`src/rtl/router_rx_pkg.sv`:
```
// Shared types and widths for the router output-port receive path.
package router_rx_pkg;

  localparam int unsigned BYTE_W    = 8;
  localparam int unsigned BIT_CNT_W = 3;

  typedef enum logic [0:0] {
    IDLE   = 1'b0,
    ACTIVE = 1'b1
  } rx_state_e;

  typedef struct packed {
    logic              last;
    logic [BYTE_W-1:0] data;
  } rx_entry_t;

endpackage

```
`src/rtl/rx_byte_fifo.sv`:
```
// Synchronous byte FIFO with count-based full/empty; a same-cycle pop frees room for a push.
module rx_byte_fifo
  import router_rx_pkg::*;
#(
  parameter int unsigned DEPTH = 8
) (
  input  logic      clock,
  input  logic      reset,
  input  logic      push,
  input  rx_entry_t wr_entry,
  input  logic      pop,
  output rx_entry_t rd_entry,
  output logic      empty,
  output logic      full
);

  localparam int unsigned PTR_W = $clog2(DEPTH);
  localparam int unsigned CNT_W = PTR_W + 1;

  rx_entry_t        mem [DEPTH];
  logic [PTR_W-1:0] wr_ptr_q;
  logic [PTR_W-1:0] rd_ptr_q;
  logic [CNT_W-1:0] count_q;
  logic             push_ok;
  logic             pop_ok;

  assign empty   = (count_q == '0);
  assign full    = (count_q == CNT_W'(DEPTH));
  assign pop_ok  = pop & ~empty;
  assign push_ok = push & (~full | pop_ok);

  // Masked so the head reads as zero whenever nothing is buffered.
  assign rd_entry = empty ? '0 : mem[rd_ptr_q];

  always_ff @(posedge clock) begin
    if (push_ok) begin
      mem[wr_ptr_q] <= wr_entry;
    end
  end

  always_ff @(posedge clock) begin
    if (reset) begin
      wr_ptr_q <= '0;
      rd_ptr_q <= '0;
      count_q  <= '0;
    end else begin
      if (push_ok) begin
        wr_ptr_q <= wr_ptr_q + 1'b1;
      end
      if (pop_ok) begin
        rd_ptr_q <= rd_ptr_q + 1'b1;
      end
      unique case ({push_ok, pop_ok})
        2'b10:   count_q <= count_q + 1'b1;
        2'b01:   count_q <= count_q - 1'b1;
        default: count_q <= count_q;
      endcase
    end
  end

endmodule

```
`src/rtl/router_port_rx.sv`:
```
// Router output-port receiver: serial LSB-first bit capture into a byte FIFO with
// packet-end marking, sticky error flags and a packet counter.
module router_port_rx
  import router_rx_pkg::*;
#(
  parameter int unsigned FIFO_DEPTH = 8,
  parameter int unsigned CNT_W      = 16
) (
  input  logic             clock,
  input  logic             reset,
  input  logic             frameo_n,
  input  logic             valido_n,
  input  logic             dout,
  output logic             busy_n,
  output logic [7:0]       m_data,
  output logic             m_last,
  output logic             m_valid,
  input  logic             m_ready,
  output logic             err_partial,
  output logic             err_overflow,
  output logic [CNT_W-1:0] pkt_count
);

  rx_state_e            state_q;
  logic [BIT_CNT_W-1:0] bit_cnt_q;
  logic [BIT_CNT_W-1:0] bit_cnt_inc;
  logic [BYTE_W-2:0]    shift_q;
  logic                 capture;
  logic                 end_evt;
  logic                 byte_done;
  logic                 pop;
  logic                 fifo_empty;
  logic                 fifo_full;
  logic                 overflow;
  rx_entry_t            wr_entry;
  rx_entry_t            rd_entry;

  assign capture     = ~valido_n;
  // In IDLE only a valid bit with frame already high is a (one-bit) packet end.
  assign end_evt     = frameo_n & ((state_q == ACTIVE) | ~valido_n);
  assign byte_done   = capture & (bit_cnt_q == BIT_CNT_W'(7));
  assign bit_cnt_inc = bit_cnt_q + BIT_CNT_W'(capture);
  assign pop         = m_valid & m_ready;
  assign overflow    = byte_done & fifo_full & ~pop;
  assign wr_entry    = '{last: end_evt, data: {dout, shift_q}};

  always_ff @(posedge clock) begin
    if (reset) begin
      state_q      <= IDLE;
      busy_n       <= 1'b1;
      bit_cnt_q    <= '0;
      shift_q      <= '0;
      err_partial  <= 1'b0;
      err_overflow <= 1'b0;
      pkt_count    <= '0;
    end else begin
      unique case (state_q)
        IDLE: begin
          if (!frameo_n) begin
            state_q <= ACTIVE;
            busy_n  <= 1'b0;
          end
        end
        ACTIVE: begin
          if (frameo_n) begin
            state_q <= IDLE;
            busy_n  <= 1'b1;
          end
        end
        default: begin
          state_q <= IDLE;
          busy_n  <= 1'b1;
        end
      endcase

      // Bit 7 goes straight into the FIFO entry, so only bits 0..6 are held.
      if (capture && !byte_done) begin
        shift_q[bit_cnt_q] <= dout;
      end

      bit_cnt_q <= end_evt ? '0 : bit_cnt_inc;

      if (end_evt && (bit_cnt_inc != '0)) begin
        err_partial <= 1'b1;
      end
      if (overflow) begin
        err_overflow <= 1'b1;
      end
      if (end_evt) begin
        pkt_count <= pkt_count + 1'b1;
      end
    end
  end

  rx_byte_fifo #(
    .DEPTH (FIFO_DEPTH)
  ) u_fifo (
    .clock    (clock),
    .reset    (reset),
    .push     (byte_done),
    .wr_entry (wr_entry),
    .pop      (pop),
    .rd_entry (rd_entry),
    .empty    (fifo_empty),
    .full     (fifo_full)
  );

  assign m_valid = ~fifo_empty;
  assign m_data  = rd_entry.data;
  assign m_last  = rd_entry.last;

endmodule
```
`config.mk`:
```
export PLATFORM = sky130hd
export DESIGN_NAME = router_port_rx
export DESIGN_NICKNAME = d
export VERILOG_FILES = /design/src/rtl/router_rx_pkg.sv /design/src/rtl/rx_byte_fifo.sv /design/src/rtl/router_port_rx.sv
export SDC_FILE = /design/constraint.sdc
export NUM_CORES = 1
export LEC_CHECK = 0
export ABC_AREA = 1
export BUFFER_PORTS_ARGS = -buffer_cell sky130_fd_sc_hd__buf_2
export CORE_AREA = 2 2 75 131
export DETAILED_ROUTE_END_ITERATION = 6
export DIE_AREA = 0 0 77 133
export PLACE_DENSITY = 0.8
export RECOVER_POWER = 25
export SLEW_MARGIN = 20
export SYNTH_ARGS = -nofsm -noshare
export SYNTH_HDL_FRONTEND = slang
export SYNTH_SLANG_ARGS = --single-unit
```
`constraint.sdc`:
```
create_clock -name clock -period 1.9 [get_ports clock]
set_input_delay 0.095 -clock clock [delete_from_list [all_inputs] [get_ports clock]]
set_output_delay 0.095 -clock clock [all_outputs]
set_load 0.01 [all_outputs]
```
==> results.toml, run 1 <==
[routing]
dr_total_vias = 3757
avgRoutedWirePerCell_um = 15.9
average_vias_per_placed_instance = 5.44
met3WireLength_um = 564
dr_pass1_iterations = 4
wl_met1_um = 3690
drt-initial-drc-count = 175
drcViolationCount = 0
dr_wl_met2_um = 6150
route.antenna.remaining_nets = 0
maxUsedRoutingLayer = "met4"
routed_wirelength_um = 11000

[hold_path]
hold_depth = 4
holdCritPathClass = "input port to flip-flop"
worstHoldStart = "valido_n"

[global_route]
grt_overflow = 0
grt_pass1_wl_um = 16900
maximum_number_of_pins_on_one_net_before_global_route_repair = 37
overall_global_routing_usage_pct = 21.9
antenna_found_initial = 0
via_count_of_the_first_global_routing_pass = 3756

[setup_path]
r2r-end = "u_fifo.count_q[2]"
cp.arrival_ns = 1.75
r2r_start = "u_fifo.count_q[3]"
worst_setup_path_start_kind = "flip-flop"
crit_end = "m_data[2]"
critPathKind = "flip-flop to output pin"
worst_setup_path_end_kind = "output pin"
crit_fanout = 24
worstPathRequired_ns = 1.80
reg2reg_setup_slack_ns = 0.14
timing.reg2reg.worst_path_depth = 13

[clock_network]
clock_tree.buffer_depth = 2
clock_insertion_delay_worst_skew_ns = 0.41
cts.clk_slew.worst_paths_ns = 0.05
cts_made_buffers = 17
cts_max_level = 4
tritoncts = "built"
cts_num_sinks = 115
root_buf_cell = "sky130_fd_sc_hd__clkbuf_16"

[floorplanning]
number_of_top_level_design_ports = 35
design.die.area_um2 = 10200
start_util_pct = 52.0
rows = 47
fp.dieH_um = 133
die_x_um = 77
core_um2 = 9290

[synthesis]
postSynth.topFlopCell = "sky130_fd_sc_hd__edfxtp_1"
synthCells = 496
synth-async-reset-ratio_pct = 0
synth.top_cell.area_share_pct = 44.7
count_of_flip_flops_with_a_built_in_enable_after_synthesis = 72
avgSynthCellArea_um2 = 9.74
number_of_warnings_printed_during_yosys_synthesis = 0
yosys.cell_count.top_type = "sky130_fd_sc_hd__nor2_1"
synthesis.area_um2 = 4830
yosys-top-cells-count = "108 x sky130_fd_sc_hd__nor2_1, 72 x sky130_fd_sc_hd__edfxtp_1, 62 x sky130_fd_sc_hd__nand2_1, 51 x sky130_fd_sc_hd__o21ai_0, 43 x sky130_fd_sc_hd__dfxtp_1"
net_count_after_synthesis = 510
synth.yosys.seq_area_share_pct = 62.6
synth.ff_latch_count = 115
yosys.cell_types.count = 30
synth_largest_area_cell = "sky130_fd_sc_hd__edfxtp_1"
synth_area_leaders = "sky130_fd_sc_hd__edfxtp_1 45%, sky130_fd_sc_hd__dfxtp_1 18%, sky130_fd_sc_hd__nor2_1 8.4%"

[timing]
setup-tns-final_ns = 0
timing.final.max_slew_violations = 0
timing.slew.headroom_pct = 53.8
fin_crit_sh_pct = 97.2
finalWorstPathRequiredPeriod_ns = 1.85
fmax_ghz = 0.542
timing.clock.skew_ns = 0.00698
least_margin_pin_slew_ns = 0.693
timing_hold_violations_final = 0
setup-violations-final = 0
hold_slack_ns = 0.0767

[placement]
post-dp-hpwl_um = 7380
portBuffers = 34
area_post_placement_um2 = 5230
gpl_wtd_cong = 0.826

[finish]
post_route_cells_drive_above_1_share_pct = 19.9
multiInputGateArea_um2 = 1610
syn2layout_area_growth_pct = 23.2
nets = 571
fin_area_um2 = 5950
n_antenna_cell = 0
final-seq-area_um2 = 3030
fill_cells = 722

[run_status]
run_status = "finished clean"

[power_and_ir_drop]
netSwitchingPower_w = 0.00261
comb_power_share_pct = 28.1
seq_power_share_pct = 34.6
share_clk_of_total_power_pct = 37.3
leak_pwr_nw = 2.28
switching_share_pct = 31.3
power_density_nw_per_um2 = 1400
p_int_w = 0.00572
vdd_ir_drop_max_mv = 0.733

[job]
timing.max_cap.violations = 0
-- layout by cell type, fill, tap and decap left out, types with 3 or more instances in the layout --
cell type / Yosys / layout
sky130_fd_sc_hd__nand2_1: 62 / 62
sky130_fd_sc_hd__nor2_2: 3 / 6
sky130_fd_sc_hd__clkinv_2: 0 / 3
sky130_fd_sc_hd__clkinvlp_4: 0 / 5
sky130_fd_sc_hd__ha_1: 8 / 6
sky130_fd_sc_hd__dfxtp_2: 0 / 4
sky130_fd_sc_hd__nor3_2: 4 / 4
sky130_fd_sc_hd__nand4_1: 5 / 5
sky130_fd_sc_hd__clkbuf_16: 0 / 18
sky130_fd_sc_hd__o211ai_1: 9 / 9
sky130_fd_sc_hd__inv_1: 37 / 35
sky130_fd_sc_hd__o21ai_0: 51 / 49
sky130_fd_sc_hd__a21oi_1: 23 / 22
sky130_fd_sc_hd__o21ai_1: 2 / 4
sky130_fd_sc_hd__nor3_1: 5 / 5
sky130_fd_sc_hd__buf_2: 6 / 32
sky130_fd_sc_hd__edfxtp_1: 72 / 72
sky130_fd_sc_hd__bufinv_16: 0 / 3
sky130_fd_sc_hd__nand3_1: 21 / 21
sky130_fd_sc_hd__dfxtp_1: 43 / 38
sky130_fd_sc_hd__o22ai_1: 9 / 9
sky130_fd_sc_hd__buf_4: 3 / 20
sky130_fd_sc_hd__buf_12: 0 / 3
sky130_fd_sc_hd__nand2_2: 3 / 3
sky130_fd_sc_hd__xor2_1: 5 / 4
sky130_fd_sc_hd__nor2_1: 108 / 105
-- power by group through the flow --
stage | Clock (W) | Combinational (W) | Sequential (W)
6_report | 0.00311 | 0.00234 | 0.00288
5_1_grt | 0.00325 | 0.00256 | 0.00289
4_1_cts | 0.00314 | 0.00214 | 0.00284
3_5_place_dp | 0 | 0.00207 | 0.00287
2_1_floorplan | 0 | 0.00138 | 0.00284
3_3_place_gp | 0 | 0.00200 | 0.00286
-- area by class of cell --
class	count	share of cell area, %
Inverter	39	2.58
Clock buffer	17	7.14
Sequential cell	115	50.9
Multi-Input combinational cell	325	27.1
Timing Repair Buffer	59	6.93
Tap cell	122	2.56
Clock inverter	14	2.75
-- per-stage QoR --
step	power (W)	cells	setup slack (ns)	util, %
floorplan	0.00422	496	0.0000852	-
global placement	0.00487	656	0.156	56.3
detailed placement	0.00494	656	0.0320	56.3
CTS	0.00812	688	0.00466	63.0
global route	0.00870	691	-0.00193	64.1
finish	0.00833	691	0.0538	64.1
-- critical path: stages, from the launching register on --
cell and delay (ns):
sky130_fd_sc_hd__dfxtp_4 0.38, sky130_fd_sc_hd__inv_8 0.13, sky130_fd_sc_hd__buf_4 0.17, sky130_fd_sc_hd__nor2_1 0.06, sky130_fd_sc_hd__o211ai_1 0.20, sky130_fd_sc_hd__nand2_1 0.07
sky130_fd_sc_hd__nor2_1 0.17, sky130_fd_sc_hd__buf_2 0.16
-- metal layers --
layer / track usage (%) / up-vias
li1: - / 1813
met1: 20.2 / 1763
met2: 41.5 / 137
met3: 6.28 / 44
met4: 12.9 / 0
met5: 0 / -
-- what timing repair did --
| action | 4_1_cts | 5_1_grt |
|---|---|---|
| gates resized for setup | 9 | 18 |
| endpoints found under the setup margin | 9 | 35 |
| setup buffers | 0 | 2 |
| hold buffers | 1 | 0 |
| endpoints found under the hold margin | 2 | 0 |
| cloned | 0 | 1 |
| pin swaps | 1 | 3 |
-- sequential cells by signal, summed over array words and instances, names as in the netlist, named ones only --
name,count
err_partial,1
state_q,1
busy_n,1
u_fifo.wr_ptr_q,3
u_fifo.rd_ptr_q,3
bit_cnt_q,3
u_fifo.count_q,4
u_fifo.mem,72
pkt_count,16
shift_q,7
err_overflow,1
-- worst min path at each step --
stage,endpoint,slack (ns)
finish,shift_q[6],0.08
global route,shift_q[2],0.09
CTS,shift_q[0],0.05
detailed placement,state_q,0.31
global placement,state_q,0.30
floorplan,state_q,0.17
-- kinds of logic (layout without fill, tap and decap cells) --
family                   count (synthesis)  after routing  share of synthesized area [%]
adder cells (fa/ha/maj)                  8              8                           2.07
AO/OA/AOI/OAI                           98             98                           11.1
buffers and inverters                   56            129                           4.74
XOR/XNOR                                 6              6                           1.09
flip-flops                             115            115                           62.6
AND/OR/NAND/NOR                        213            213                           18.5
No activity file was read; power rests on OpenSTA's default activity.
==> run 2, diff against run 1 <==
- CORE_AREA: 2 2 75 131 -> 2 2 92 161
- DIE_AREA: 0 0 77 133 -> 0 0 94 163
- PLACE_DENSITY: 0.8 -> 0.58
==> results.toml, run 2 (synthesis results as in run 1) <==
[clock_network]
clock_insertion_delay_worst_skew_ns = 0.41
cts_max_level = 4
cts.clk_slew.worst_paths_ns = 0.05
cts_made_buffers = 17
root_buf_cell = "sky130_fd_sc_hd__clkbuf_16"
clock_tree.buffer_depth = 2
cts_num_sinks = 115
tritoncts = "built"

[setup_path]
crit_fanout = 13
critPathKind = "flip-flop to output pin"
max_stage_delay_ns = 0.42
crit_end = "m_data[5]"
r2r-end = "u_fifo.count_q[2]"
worst_setup_path_end_kind = "output pin"
reg2reg_setup_slack_ns = 0.09
worstPathCellList = "inv_6, buf_12, o21ai_0, o211ai_1, nand2_1, nor2_1, buf_2"
worstPathRequired_ns = 1.80
cp_slowest_cell = "sky130_fd_sc_hd__dfxtp_4"
worst_setup_path_start_kind = "flip-flop"
r2r_start = "u_fifo.count_q[0]"
cp.arrival_ns = 1.72
timing.reg2reg.worst_path_depth = 12

[global_route]
antenna_found_initial = 0
via_count_of_the_first_global_routing_pass = 3798
grt_overflow = 0
maximum_number_of_pins_on_one_net_before_global_route_repair = 31
overall_global_routing_usage_pct = 16.1
use_met2_pct = 30.6
met1_usage_pct = 15.9
grt-busiest-layer = "met2"
grtUsageMet3_pct = 3.56
grt_pass1_wl_um = 18600

[finish]
layout.cells.most_common = "sky130_fd_sc_hd__nor2_1"
post_route_cells_drive_above_1_share_pct = 20.5
syn2layout_area_growth_pct = 27.8
nets = 576
fin_area_um2 = 6180
fill_cells = 1371
top_registers = "u_fifo.mem x72, pkt_count x16, shift_q x7"
multiInputGateArea_um2 = 1640
final-seq-area_um2 = 3030
n_antenna_cell = 0
commonest_cells_after_routing_fill_and_taps_aside = "106 x sky130_fd_sc_hd__nor2_1, 72 x sky130_fd_sc_hd__edfxtp_1, 62 x sky130_fd_sc_hd__nand2_1, 44 x sky130_fd_sc_hd__o21ai_0, 38 x sky130_fd_sc_hd__dfxtp_1"
largest-register = "u_fifo.mem"
largest_register_ff_count = 72

[floorplanning]
die_x_um = 94
core_um2 = 14200
design.die.area_um2 = 15300
start_util_pct = 34.1
fp.dieH_um = 163
number_of_top_level_design_ports = 35
rows = 58

[timing]
timing.clock.skew_ns = 0.00815
postLayoutSetupSlackWorst_ns = 0.0832
hold_slack_ns = 0.0850
rsz0062_at_grt = "true"
timing.slew.headroom_pct = 53.6
timing.final.max_slew_violations = 0
least_margin_pin_slew_ns = 0.697
setup-tns-final_ns = 0
finalWorstPathRequiredPeriod_ns = 1.82
setup-violations-final = 0
fmax_ghz = 0.550
timing_hold_violations_final = 0
fin_crit_sh_pct = 95.6

[placement]
dpl_worst_slack_ns = 0.0167
post-dp-hpwl_um = 8070
area_post_placement_um2 = 5330
gpl_wtd_cong = 0.769
portBuffers = 34

[run_status]
run_status = "finished clean"

[job]
timing.max_cap.violations = 0

[routing]
route.antenna.remaining_nets = 0
drcViolationCount = 0
drt-initial-drc-count = 185
dr_pass1_iterations = 4
average_vias_per_placed_instance = 4.92
routed_wirelength_um = 11900
avgRoutedWirePerCell_um = 15.7
dr_total_vias = 3713

[power_and_ir_drop]
leak_pwr_nw = 2.35
vdd_ir_drop_max_mv = 0.654
fin_total_pwr_w = 0.00879
power_density_nw_per_um2 = 1420

[hold_path]
holdCritPathClass = "input port to flip-flop"
-- run 2: changes by cell type in the layout (fill, tap and decap cells not counted), sizes merged --
| cell | delta |
|---|---|
| clkinv | -1 |
| bufinv | +1 |
| inv | -1 |
| buf | +3 |
| clkinvlp | -1 |
| clkbuf | +5 |
-- run 2: area by class of cell --
class	instances	area share, %
Clock buffer	20	7.07
Clock inverter	12	2.94
Inverter	39	2.51
Multi-Input combinational cell	325	26.5
Sequential cell	115	49.1
Tap cell	180	3.65
Timing Repair Buffer	64	8.18
-- run 2: how the worst min path moves through the flow --
stage	start	endpoint	slack, ns	depth (start not counted)
6_report	valido_n	shift_q[0]	0.09	4
5_1_grt	valido_n	shift_q[0]	0.09	4
4_1_cts	valido_n	shift_q[0]	0.07	4
3_5_place_dp	frameo_n	state_q	0.32	2
3_3_place_gp	frameo_n	state_q	0.32	2
2_1_floorplan	frameo_n	state_q	0.17	1
-- run 2: routing by layer --
layer  up-vias  part of all wire (%)
met5         -                     0
met4         0                   4.6
met3        28                   3.4
met2        85                    55
met1      1767                    37
li1       1833                     -
-- run 2: report_power, final --
part	internal, W	leakage, nW	switching [W]
Sequential	0.00276	0.985	0.000139
Clock	0.00220	0.288	0.00109
Combinational	0.00110	1.07	0.00151
Total	0.00605	2.35	0.00274
-- run 2: stage by stage --
stage	util, %	instances
global route	43.6	755
finish	43.6	755
CTS	42.3	749
floorplan	-	496
detailed placement	37.7	716
global placement	37.7	716
-- run 2: what timing repair did --
action | CTS | global route
buffers inserted | 0 | 3
pin swaps | 0 | 7
setup endpoints to repair | 8 | 21
hold buffers | 1 | 0
resized for setup | 7 | 27
cloned | 0 | 3
endpoints found under the hold margin | 2 | 0
-- run 2: critical path, delay by kind of cell, from the launching register on --
| family | cells | cell delay (ns) |
|---|---|---|
| flops | 1 | 0.42 |
| buf+inv | 3 | 0.37 |
| compound gates | 2 | 0.31 |
| simple gates | 2 | 0.19 |
